**src/rtl/uart_pkg.sv**
```systemverilog
// Shared UART definitions: timing defaults, ASCII constants, TX state encoding
// and the decimal digit helper used by the status report.
package uart_pkg;

    localparam int DELAY_FRAMES_DEFAULT = 234;
    localparam int MSG_LEN              = 25;

    localparam logic [7:0] ASCII_CR    = 8'h0D;
    localparam logic [7:0] ASCII_LF    = 8'h0A;
    localparam logic [7:0] ASCII_0     = 8'h30;
    localparam logic [7:0] ASCII_COLON = 8'h3A;
    localparam logic [7:0] ASCII_SPACE = 8'h20;
    localparam logic [7:0] ASCII_H     = 8'h48;
    localparam logic [7:0] ASCII_P     = 8'h50;
    localparam logic [7:0] ASCII_G     = 8'h47;
    localparam logic [7:0] ASCII_E     = 8'h45;
    localparam logic [7:0] ASCII_S     = 8'h53;
    localparam logic [7:0] ASCII_Z     = 8'h5A;
    localparam logic [7:0] ASCII_A     = 8'h41;

    typedef enum logic [1:0] {
        TX_IDLE,
        TX_START,
        TX_DATA,
        TX_STOP
    } tx_state_t;

    typedef struct packed {
        logic [4:0] hunger;
        logic [4:0] happiness;
        logic [4:0] hygiene;
        logic [4:0] energy;
        logic       sleeping;
    } stats_t;

    // Returns {tens, ones} as ASCII; a 5-bit value never exceeds 31, so tens is 0..3.
    function automatic logic [15:0] to_ascii2(input logic [4:0] v);
        logic [4:0] tens;
        logic [4:0] ones;
        tens = (v >= 5'd30) ? 5'd3 :
               (v >= 5'd20) ? 5'd2 :
               (v >= 5'd10) ? 5'd1 : 5'd0;
        ones = v - 5'(tens * 5'd10);
        return {ASCII_0 + {3'b000, tens}, ASCII_0 + {3'b000, ones}};
    endfunction

endpackage

```
**src/rtl/uart_tx_byte.sv**
```systemverilog
// 8N1 byte serializer with a valid/ready handshake; ready is also raised in the
// final stop-bit cycle so consecutive bytes leave with no idle gap.
module uart_tx_byte
    import uart_pkg::*;
#(
    parameter int DELAY_FRAMES = DELAY_FRAMES_DEFAULT
) (
    input  logic       clk,
    input  logic       rst,
    input  logic       valid,
    input  logic [7:0] data,
    output logic       ready,
    output logic       tx
);

    localparam int              CNT_W   = (DELAY_FRAMES > 1) ? $clog2(DELAY_FRAMES) : 1;
    localparam logic [CNT_W-1:0] CNT_MAX = CNT_W'(DELAY_FRAMES - 1);

    tx_state_t        state;
    tx_state_t        state_next;
    logic [CNT_W-1:0] cnt;
    logic [2:0]       bit_idx;
    logic [7:0]       byte_q;
    logic             bit_end;

    assign bit_end = (cnt == CNT_MAX);

    // NOTE: state is written with <= so every flop samples pre-edge values.
    always_ff @(posedge clk) begin
        if (rst) begin
            state   <= TX_IDLE;
            cnt     <= '0;
            bit_idx <= '0;
            byte_q  <= '0;
        end else begin
            state <= state_next;
            cnt   <= (state == TX_IDLE || bit_end) ? '0 : cnt + 1'b1;
            if (state != TX_DATA)
                bit_idx <= '0;
            else if (bit_end)
                bit_idx <= bit_idx + 1'b1;
            if (valid && ready)
                byte_q <= data;
        end
    end

    always_comb begin
        state_next = state;
        case (state)
            TX_IDLE:  if (valid) state_next = TX_START;
            TX_START: if (bit_end) state_next = TX_DATA;
            TX_DATA:  if (bit_end && bit_idx == 3'd7) state_next = TX_STOP;
            TX_STOP:  if (bit_end) state_next = valid ? TX_START : TX_IDLE;
            default:  state_next = TX_IDLE;
        endcase
    end

    // NOTE: defaults first so every path assigns both outputs and no latch is inferred.
    always_comb begin
        tx    = 1'b1;
        ready = 1'b0;
        case (state)
            TX_IDLE:  ready = 1'b1;
            TX_START: tx    = 1'b0;
            TX_DATA:  tx    = byte_q[bit_idx];
            TX_STOP:  ready = bit_end;
            default:  ;
        endcase
    end

endmodule

```
**src/rtl/uart_status_tx.sv**
```systemverilog
// Sends one 25-byte ASCII report "H:hh P:pp G:gg E:ee S:s\r\n" per accepted start,
// built from a snapshot of the pet stats taken on the accepting edge.
module uart_status_tx
    import uart_pkg::*;
#(
    parameter int DELAY_FRAMES = DELAY_FRAMES_DEFAULT
) (
    input  logic       clk,
    input  logic       rst,
    input  logic       start,
    input  logic [4:0] hunger,
    input  logic [4:0] happiness,
    input  logic [4:0] hygiene,
    input  logic [4:0] energy,
    input  logic       is_sleeping,
    output logic       uart_tx,
    output logic       busy,
    output logic       done
);

    localparam logic [4:0] LAST_IDX = 5'(MSG_LEN - 1);

    stats_t     live;
    stats_t     snap;
    stats_t     cur;
    logic [4:0] idx;
    logic [4:0] cur_idx;
    logic       tx_valid;
    logic       tx_ready;
    logic [7:0] tx_data;

    function automatic logic [7:0] msg_byte(input logic [4:0] i, input stats_t s);
        logic [15:0] hh;
        logic [15:0] pp;
        logic [15:0] gg;
        logic [15:0] ee;
        hh = to_ascii2(s.hunger);
        pp = to_ascii2(s.happiness);
        gg = to_ascii2(s.hygiene);
        ee = to_ascii2(s.energy);
        case (i)
            5'd0:  return ASCII_H;
            5'd1:  return ASCII_COLON;
            5'd2:  return hh[15:8];
            5'd3:  return hh[7:0];
            5'd4:  return ASCII_SPACE;
            5'd5:  return ASCII_P;
            5'd6:  return ASCII_COLON;
            5'd7:  return pp[15:8];
            5'd8:  return pp[7:0];
            5'd9:  return ASCII_SPACE;
            5'd10: return ASCII_G;
            5'd11: return ASCII_COLON;
            5'd12: return gg[15:8];
            5'd13: return gg[7:0];
            5'd14: return ASCII_SPACE;
            5'd15: return ASCII_E;
            5'd16: return ASCII_COLON;
            5'd17: return ee[15:8];
            5'd18: return ee[7:0];
            5'd19: return ASCII_SPACE;
            5'd20: return ASCII_S;
            5'd21: return ASCII_COLON;
            5'd22: return s.sleeping ? ASCII_Z : ASCII_A;
            5'd23: return ASCII_CR;
            default: return ASCII_LF;
        endcase
    endfunction

    assign live = {hunger, happiness, hygiene, energy, is_sleeping};

    // While idle the first byte is offered straight from the live inputs, so the
    // serializer and the snapshot both load on the accepting edge.
    always_comb begin
        cur      = busy ? snap : live;
        cur_idx  = busy ? idx + 5'd1 : 5'd0;
        tx_valid = busy ? (idx != LAST_IDX) : start;
        tx_data  = msg_byte(cur_idx, cur);
    end

    always_ff @(posedge clk) begin
        if (rst) begin
            busy <= 1'b0;
            done <= 1'b0;
            idx  <= '0;
            snap <= '0;
        end else begin
            done <= 1'b0;
            if (!busy) begin
                if (start) begin
                    busy <= 1'b1;
                    snap <= live;
                    idx  <= '0;
                end
            end else if (tx_ready) begin
                if (idx == LAST_IDX) begin
                    busy <= 1'b0;
                    done <= 1'b1;
                end else begin
                    idx <= idx + 5'd1;
                end
            end
        end
    end

    uart_tx_byte #(
        .DELAY_FRAMES(DELAY_FRAMES)
    ) u_tx_byte (
        .clk  (clk),
        .rst  (rst),
        .valid(tx_valid),
        .data (tx_data),
        .ready(tx_ready),
        .tx   (uart_tx)
    );

endmodule

```
**config.mk**
```make
export PLATFORM = sky130hd
export DESIGN_NAME = uart_status_tx
export DESIGN_NICKNAME = d
export VERILOG_FILES = /design/src/rtl/uart_pkg.sv /design/src/rtl/uart_tx_byte.sv /design/src/rtl/uart_status_tx.sv
export SDC_FILE = /design/constraint.sdc
export NUM_CORES = 1
export LEC_CHECK = 0
export ABC_CLOCK_PERIOD_IN_PS = 6600
export CORE_MARGIN = 2
export CORE_UTILIZATION = 30
export CTS_BUF_LIST = sky130_fd_sc_hd__clkbuf_8
export CTS_CLUSTER_SIZE = 12
export DETAILED_ROUTE_END_ITERATION = 10
export GPL_TIMING_DRIVEN = 0
export PLACE_DENSITY = 0.44
export SLEW_MARGIN = 20
export SYNTH_ARGS = -nofsm -noshare
export SYNTH_HDL_FRONTEND = slang
export SYNTH_HIERARCHICAL = 1
export SYNTH_SLANG_ARGS = --single-unit
```
**constraint.sdc**
```tcl
create_clock -name clk -period 6.6 [get_ports clk]
set_input_delay 1.32 -clock clk [delete_from_list [all_inputs] [get_ports clk]]
set_output_delay 1.32 -clock clk [all_outputs]
set_load 0.005 [all_outputs]
```
==> results of run 1 <==
critical path, stage by stage:
cell             delay, ns
clkdlybuf4s50_1       0.42
mux2_2                0.32
maj3_1                0.35
o21ai_0               0.37
inv_1                 0.09
ha_1                  0.31
o21ai_0               0.11
and3_1                0.20
o2111ai_1             0.19
o211a_1               0.21
nand3_1               0.10
o211ai_1              0.11
nand3_1               0.09
a21oi_1               0.12
placed cells by master (no fill, tap or decap), drive strengths merged, types with 4 or more instances in the layout:
cell type and count:
nor2 33, nand2 70, clkdlybuf4s50 26, nor2b 8, nand3 33, fa 4
a21oi 45, mux2i 23, a21bo 8, xnor2 12, a31oi 4, nor3 13
buf 19, maj3 4, o22ai 5, and2 4, clkbuf 15, inv 32
dfxtp 49, nand2b 8, ha 22, xor2 9, o21ai 18, and3 7
o211ai 8
metal layers:
metal	wire [µm]	vias up	share of wire, %	global-route usage [%]
met4	292	0	2.6	6.920
met1	5394	1690	49	21.82
li1	-	1826	-	-
met5	0	-	0	0
met3	350	14	3.2	2.461
met2	5038	63	45	26.26
cell type report:
| class | instances | area, µm² | share of cell area (%) |
|---|---|---|---|
| inverters | 31 | 116.4 | 2.588 |
| repair buffers | 26 | 260.3 | 5.789 |
| clock buffers | 6 | 82.58 | 1.837 |
| clock inverters | 1 | 3.754 | 0.08350 |
| multi-input cells | 390 | 2686 | 59.76 |
| flip-flops and latches | 49 | 980.9 | 21.82 |
| plain buffers | 28 | 150.1 | 3.340 |
| well taps | 172 | 215.2 | 4.787 |
metrics by stage:
step | instances | worst slack (ns)
finish | 703 | 2.556
global route | 703 | 2.353
CTS | 703 | 2.562
detailed placement | 696 | 2.227
global placement | 696 | 2.250
floorplan | 498 | 3.060
cell families after synthesis:
group,Yosys count,synth area share (%)
AO/OA/AOI/OAI,117,20.36
XOR/XNOR,21,5.344
adder cells (fa/ha/maj),30,10.08
buffers and inverters,59,6.775
flip-flops,49,24.94
multiplexers,28,8.365
other,1,0.09533
AND/OR/NAND/NOR,193,24.05
sequential cells by signal, summed over array words and instances, names as in the netlist:
signal             count
u_tx_byte/byte_q       8
done                   1
snap                  21
u_tx_byte/cnt          8
idx                    5
u_tx_byte/state        2
busy                   1
u_tx_byte/bit_idx      3
worst max path at each step:
stage,cells past startpoint,to
final,14,u_tx_byte/byte_q[4]
after global routing,15,u_tx_byte/byte_q[3]
after CTS,14,u_tx_byte/byte_q[4]
after detailed placement,14,u_tx_byte/byte_q[4]
after global placement,14,u_tx_byte/byte_q[4]
after floorplan,13,u_tx_byte/byte_q[4]
where the power goes:
group          internal [mW]  switching (mW)  leakage, nW
Combinational          0.192           0.270         1.26
Sequential             0.327          0.0218        0.400
Clock                 0.0819           0.108       0.0485
Total                  0.601           0.400         1.71
==> results.json, run 1 <==
{
  "slew_headroom_pct": 46.81,
  "synth_edf_count": 0,
  "async_reset_ff_share_pct": 0,
  "synth_top_cell_area_share_pct": 24.94,
  "tightest_slew_ns": 0.7961,
  "clock_latency_ns": 0.33,
  "min_to": "snap[9]",
  "final_layout_size_suffix_gt1_share_pct": 9.981,
  "required_ns": 6.86,
  "firstDrtPassIters": 4,
  "placed_area_um2": 4409,
  "io_buffers": 26,
  "clock.fmax_mhz": 247.3,
  "cts.clk_slew.worst_paths_ns": 0.09,
  "crit_fanout": 3,
  "setup_violations": 0,
  "power.total_mw": 1.001,
  "cp.arrival_ns": 4.31,
  "drv_cap": 0,
  "grt_pass1_vias": 3444,
  "dp_hpwl_mm": 8.648,
  "syn_inst": 498,
  "via_count": 3593,
  "hold_violations": 0,
  "grt-ovfl-total": 0,
  "crit_type": "in2reg",
  "placementRows": 41,
  "rsz0062_at_grt": "false",
  "root_buffer": "clkbuf_8",
  "cts_sinks": 49,
  "postCtsSetupRepairBufs": 0,
  "core_area_um2": 12720,
  "reg2regPathDepth": 14,
  "io_pins": 27,
  "fp.dieArea_um2": 14040,
  "powerDensity_nw_per_um2": 222.6,
  "drt_iter0_markers": 193,
  "crit_path_end_kind": "flop",
  "synth_area_per_cell_um2": 7.899,
  "skew_ns": 0.01101,
  "postCtsHoldBufs": 0,
  "start_util_pct": 30.92,
  "r2r_start": "busy",
  "startpoint_type": "input pin",
  "ff2ff_setup_slack_ns": 3.07,
  "fin_area_um2": 4496,
  "setup_tns_ns": 0,
  "synth_top_cell_by_area": "dfxtp_1",
  "slew_viol_final": 0,
  "die-width_um": 118.5,
  "holdWs_ns": 0.4569,
  "r2r_end": "u_tx_byte/byte_q[4]",
  "antenna_found_initial": 0,
  "wirelength_mm": 11.08,
  "synthToLayoutAreaGrowth_pct": 14.28,
  "synth-seq-area-share_pct": 24.94,
  "routedWlPerCell_um": 15.75,
  "ys_seq_elements": 49,
  "clk_path_buf_depth": 2,
  "cts_buffers": 5,
  "grt_pass1_wl_mm": 18.13,
  "crit_start": "hygiene[4]",
  "post-route-util_pct": 35.34,
  "postRouteAntennaNets": 0,
  "syn_area_um2": 3934,
  "post_cts_resized": 0,
  "synth.area.top_cells": "dfxtp_1 25%, ha_1 7.0%, nand2_1 6.6%",
  "grt_max_degree": 14,
  "synth_fp_nets": 548,
  "via_per_inst": 5.111,
  "antennaDiodeCount": 0,
  "grt.total_usage_pct": 16.36,
  "synth_ff_type": "dfxtp_1",
  "min-delay-start": "snap[9]",
  "status": "completed",
  "min_path_cells": 2,
  "routabilityCongestion": 0.8964,
  "dieHeight_um": 118.5,
  "fin_nets": 581,
  "peakVddDrop_mv": 0.1135,
  "drc": 0,
  "htreeDepth": 2,
  "fin_crit_ns": 4.044,
  "yosysMostFrequentCell": "nand2_1",
  "fillCellCount": 1368,
  "yosysWarnings": 6,
  "finalCritPeriodShare_pct": 61.27,
  "ys_types": 73,
  "synthTopCellsByCount": "69 x nand2_1, 49 x dfxtp_1, 44 x a21oi_1",
  "p_leak_nw": 1.712,
  "hp-class": "reg2reg",
  "cts_tree": "built"
}
Power figures use the tool's default switching activity.
==> inputs of run 2 (changes only) <==
--- a/config.mk
+++ b/config.mk
@@ -5,14 +5,14 @@
 export SDC_FILE = /design/constraint.sdc
 export NUM_CORES = 1
 export LEC_CHECK = 0
-export ABC_CLOCK_PERIOD_IN_PS = 6600
+export ABC_CLOCK_PERIOD_IN_PS = 3600
 export CORE_MARGIN = 2
 export CORE_UTILIZATION = 30
 export CTS_BUF_LIST = sky130_fd_sc_hd__clkbuf_8
 export CTS_CLUSTER_SIZE = 12
 export DETAILED_ROUTE_END_ITERATION = 10
 export GPL_TIMING_DRIVEN = 0
-export PLACE_DENSITY = 0.44
+export PLACE_DENSITY = 0.46
 export SLEW_MARGIN = 20
 export SYNTH_ARGS = -nofsm -noshare
 export SYNTH_HDL_FRONTEND = slang
==> constraint.sdc (replaced) <==
create_clock -name clk -period 3.6 [get_ports clk]
set_input_delay 0.72 -clock clk [delete_from_list [all_inputs] [get_ports clk]]
set_output_delay 0.72 -clock clk [all_outputs]
set_load 0.005 [all_outputs]
==> results.json, run 2 (same netlist as run 1, synthesis figures left out) <==
{
  "status": "completed",
  "hold_violations": 0,
  "post-route-util_pct": 35.77,
  "clock_power_share_pct": 24.1,
  "slew_headroom_pct": 54.18,
  "rsz0062_at_grt": "false",
  "hp-class": "reg2reg",
  "peakVddDrop_mv": 0.1874,
  "postCtsSetupRepairBufs": 0,
  "routedWlPerCell_um": 15.34,
  "dp_hpwl_mm": 8.599,
  "drt_iter0_markers": 198,
  "dp.cells": 696,
  "power_switching_mw": 0.7237,
  "skew_ns": 0.009293,
  "required_ns": 3.84,
  "layout_common_cells": "69 x nand2_1, 48 x dfxtp_1, 44 x a21oi_1, 33 x nor2_1, 32 x nand3_1",
  "cp.arrival_ns": 3.66,
  "crit_fanout": 3,
  "largest_register": "snap",
  "startpoint_type": "input pin",
  "power.total_mw": 1.952,
  "final_layout_size_suffix_gt1_share_pct": 10.71,
  "p_comb_share_pct": 43.1,
  "synthToLayoutAreaGrowth_pct": 15.68,
  "grt_max_degree": 16,
  "via_per_inst": 5.065,
  "postRouteAntennaNets": 0,
  "placementRows": 41,
  "clock.fmax_mhz": 292.3,
  "fin_crit_ns": 3.421,
  "via_count": 3566,
  "largestRegisters": "snap (21), u_tx_byte/byte_q (8), u_tx_byte/cnt (8)",
  "io_pins": 27,
  "tightest_slew_ns": 0.6859,
  "drv_cap": 0,
  "finalCritPeriodShare_pct": 95.03,
  "powerDensity_nw_per_um2": 428.9,
  "io_buffers": 26,
  "power.share.sequential_pct": 32.8,
  "die-width_um": 118.5,
  "netSwitchingFraction_pct": 37.08,
  "power.internal_mw": 1.228,
  "cts_tree": "built",
  "start_util_pct": 30.92,
  "stdcell_count": 704,
  "firstDrtPassIters": 4,
  "p_leak_nw": 1.733,
  "htreeDepth": 2,
  "layout_commonest_cell": "nand2_1",
  "cts.clk_slew.worst_paths_ns": 0.09,
  "crit_type": "in2reg",
  "routabilityCongestion": 0.8826,
  "grt.total_usage_pct": 15.83,
  "fin_area_um2": 4551,
  "cts_sinks": 49,
  "fin_nets": 581,
  "slew_viol_final": 0,
  "grt-ovfl-total": 0,
  "placed_area_um2": 4409,
  "root_buffer": "clkbuf_8",
  "setup_violations": 0,
  "clk_path_buf_depth": 2,
  "antennaDiodeCount": 0,
  "grt_pass1_vias": 3475,
  "postCtsHoldBufs": 0,
  "crit_path_end_kind": "flop",
  "dieHeight_um": 118.5,
  "largest_reg_flops": 21,
  "wirelength_mm": 10.80,
  "antenna_found_initial": 0,
  "fp.dieArea_um2": 14040,
  "setup_slack_ns": 0.1787,
  "cts_buffers": 5,
  "clock_latency_ns": 0.31,
  "grt_pass1_wl_mm": 17.95,
  "drc": 0,
  "core_area_um2": 12720,
  "pre_cts_slack_ns": -0.1920
}
[run 2: cell types whose count changed in the layout (fill, tap and decap cells not counted)]
cell,before,now
o21ai_1,3,4
bufinv_16,0,2
buf_2,6,5
clkinv_2,0,1
o21ai_0,15,14
clkbuf_8,6,5
clkbuf_4,0,1
dfxtp_1,49,48
mux2i_1,20,19
dfxtp_2,0,1
inv_1,32,31
mux2i_2,2,3
[run 2: power groups by stage]
stage	Combinational [mW]	Sequential, mW	Clock (mW)
final	0.841	0.640	0.470
after global routing	0.949	0.647	0.511
after CTS	0.846	0.640	0.491
after detailed placement	0.842	0.653	0
after global placement	0.830	0.651	0
after floorplan	0.626	0.639	0
[run 2: path summary, 6_finish.rpt]
kind | start | end | slack [ns] | cells past startpoint
worst max-delay path | hygiene[4] | u_tx_byte/byte_q[4] | 0.18 | 14
worst min-delay path | snap[9] | snap[9] | 0.46 | 2
worst max register to register | busy | u_tx_byte/byte_q[4] | 0.27 | 14
worst min register to register | snap[9] | snap[9] | 0.46 | 2
[run 2: timing repair]
action,CTS,global route
endpoints found under the setup margin,0,5
hold endpoints to repair,0,0
resized for setup,0,4
[run 2: layout make-up]
cell class / count / area (µm²)
buffer: 28 / 152.6
tap: 172 / 215.2
clock buffer: 5 / 68.82
clock inverter: 3 / 65.06
inverter: 31 / 116.4
sequential: 49 / 982.2
multi-input combinational: 390 / 2690
fill: 1400 / 8172
timing repair buffer: 26 / 260.3
[run 2: through the flow]
step	hold slack, ns	TNS [ns]
after floorplan	0.4319	0
after global placement	0.4410	-0.4319
after detailed placement	0.4463	-0.6226
after CTS	0.4595	0
after global routing	0.4751	0
final	0.4588	0
[run 2: critical path, stage by stage]
cell	delay, ns
clkdlybuf4s50_1	0.43
mux2_2	0.33
maj3_1	0.36
o21ai_1	0.27
inv_1	0.08
ha_1	0.31
o21ai_0	0.12
and3_1	0.21
o2111ai_1	0.19
o211a_1	0.21
nand3_1	0.10
o211ai_1	0.11
nand3_1	0.10
a21oi_1	0.12
[run 2: per-layer routing]
| layer | vias to the layer above | GRT usage (%) | wire, µm |
|---|---|---|---|
| li1 | 1813 | - | - |
| met1 | 1666 | 20.72 | 5158 |
| met2 | 70 | 26.26 | 4990 |
| met3 | 17 | 2.124 | 355 |
| met4 | 0 | 6.324 | 291 |
| met5 | - | 0 | 0 |
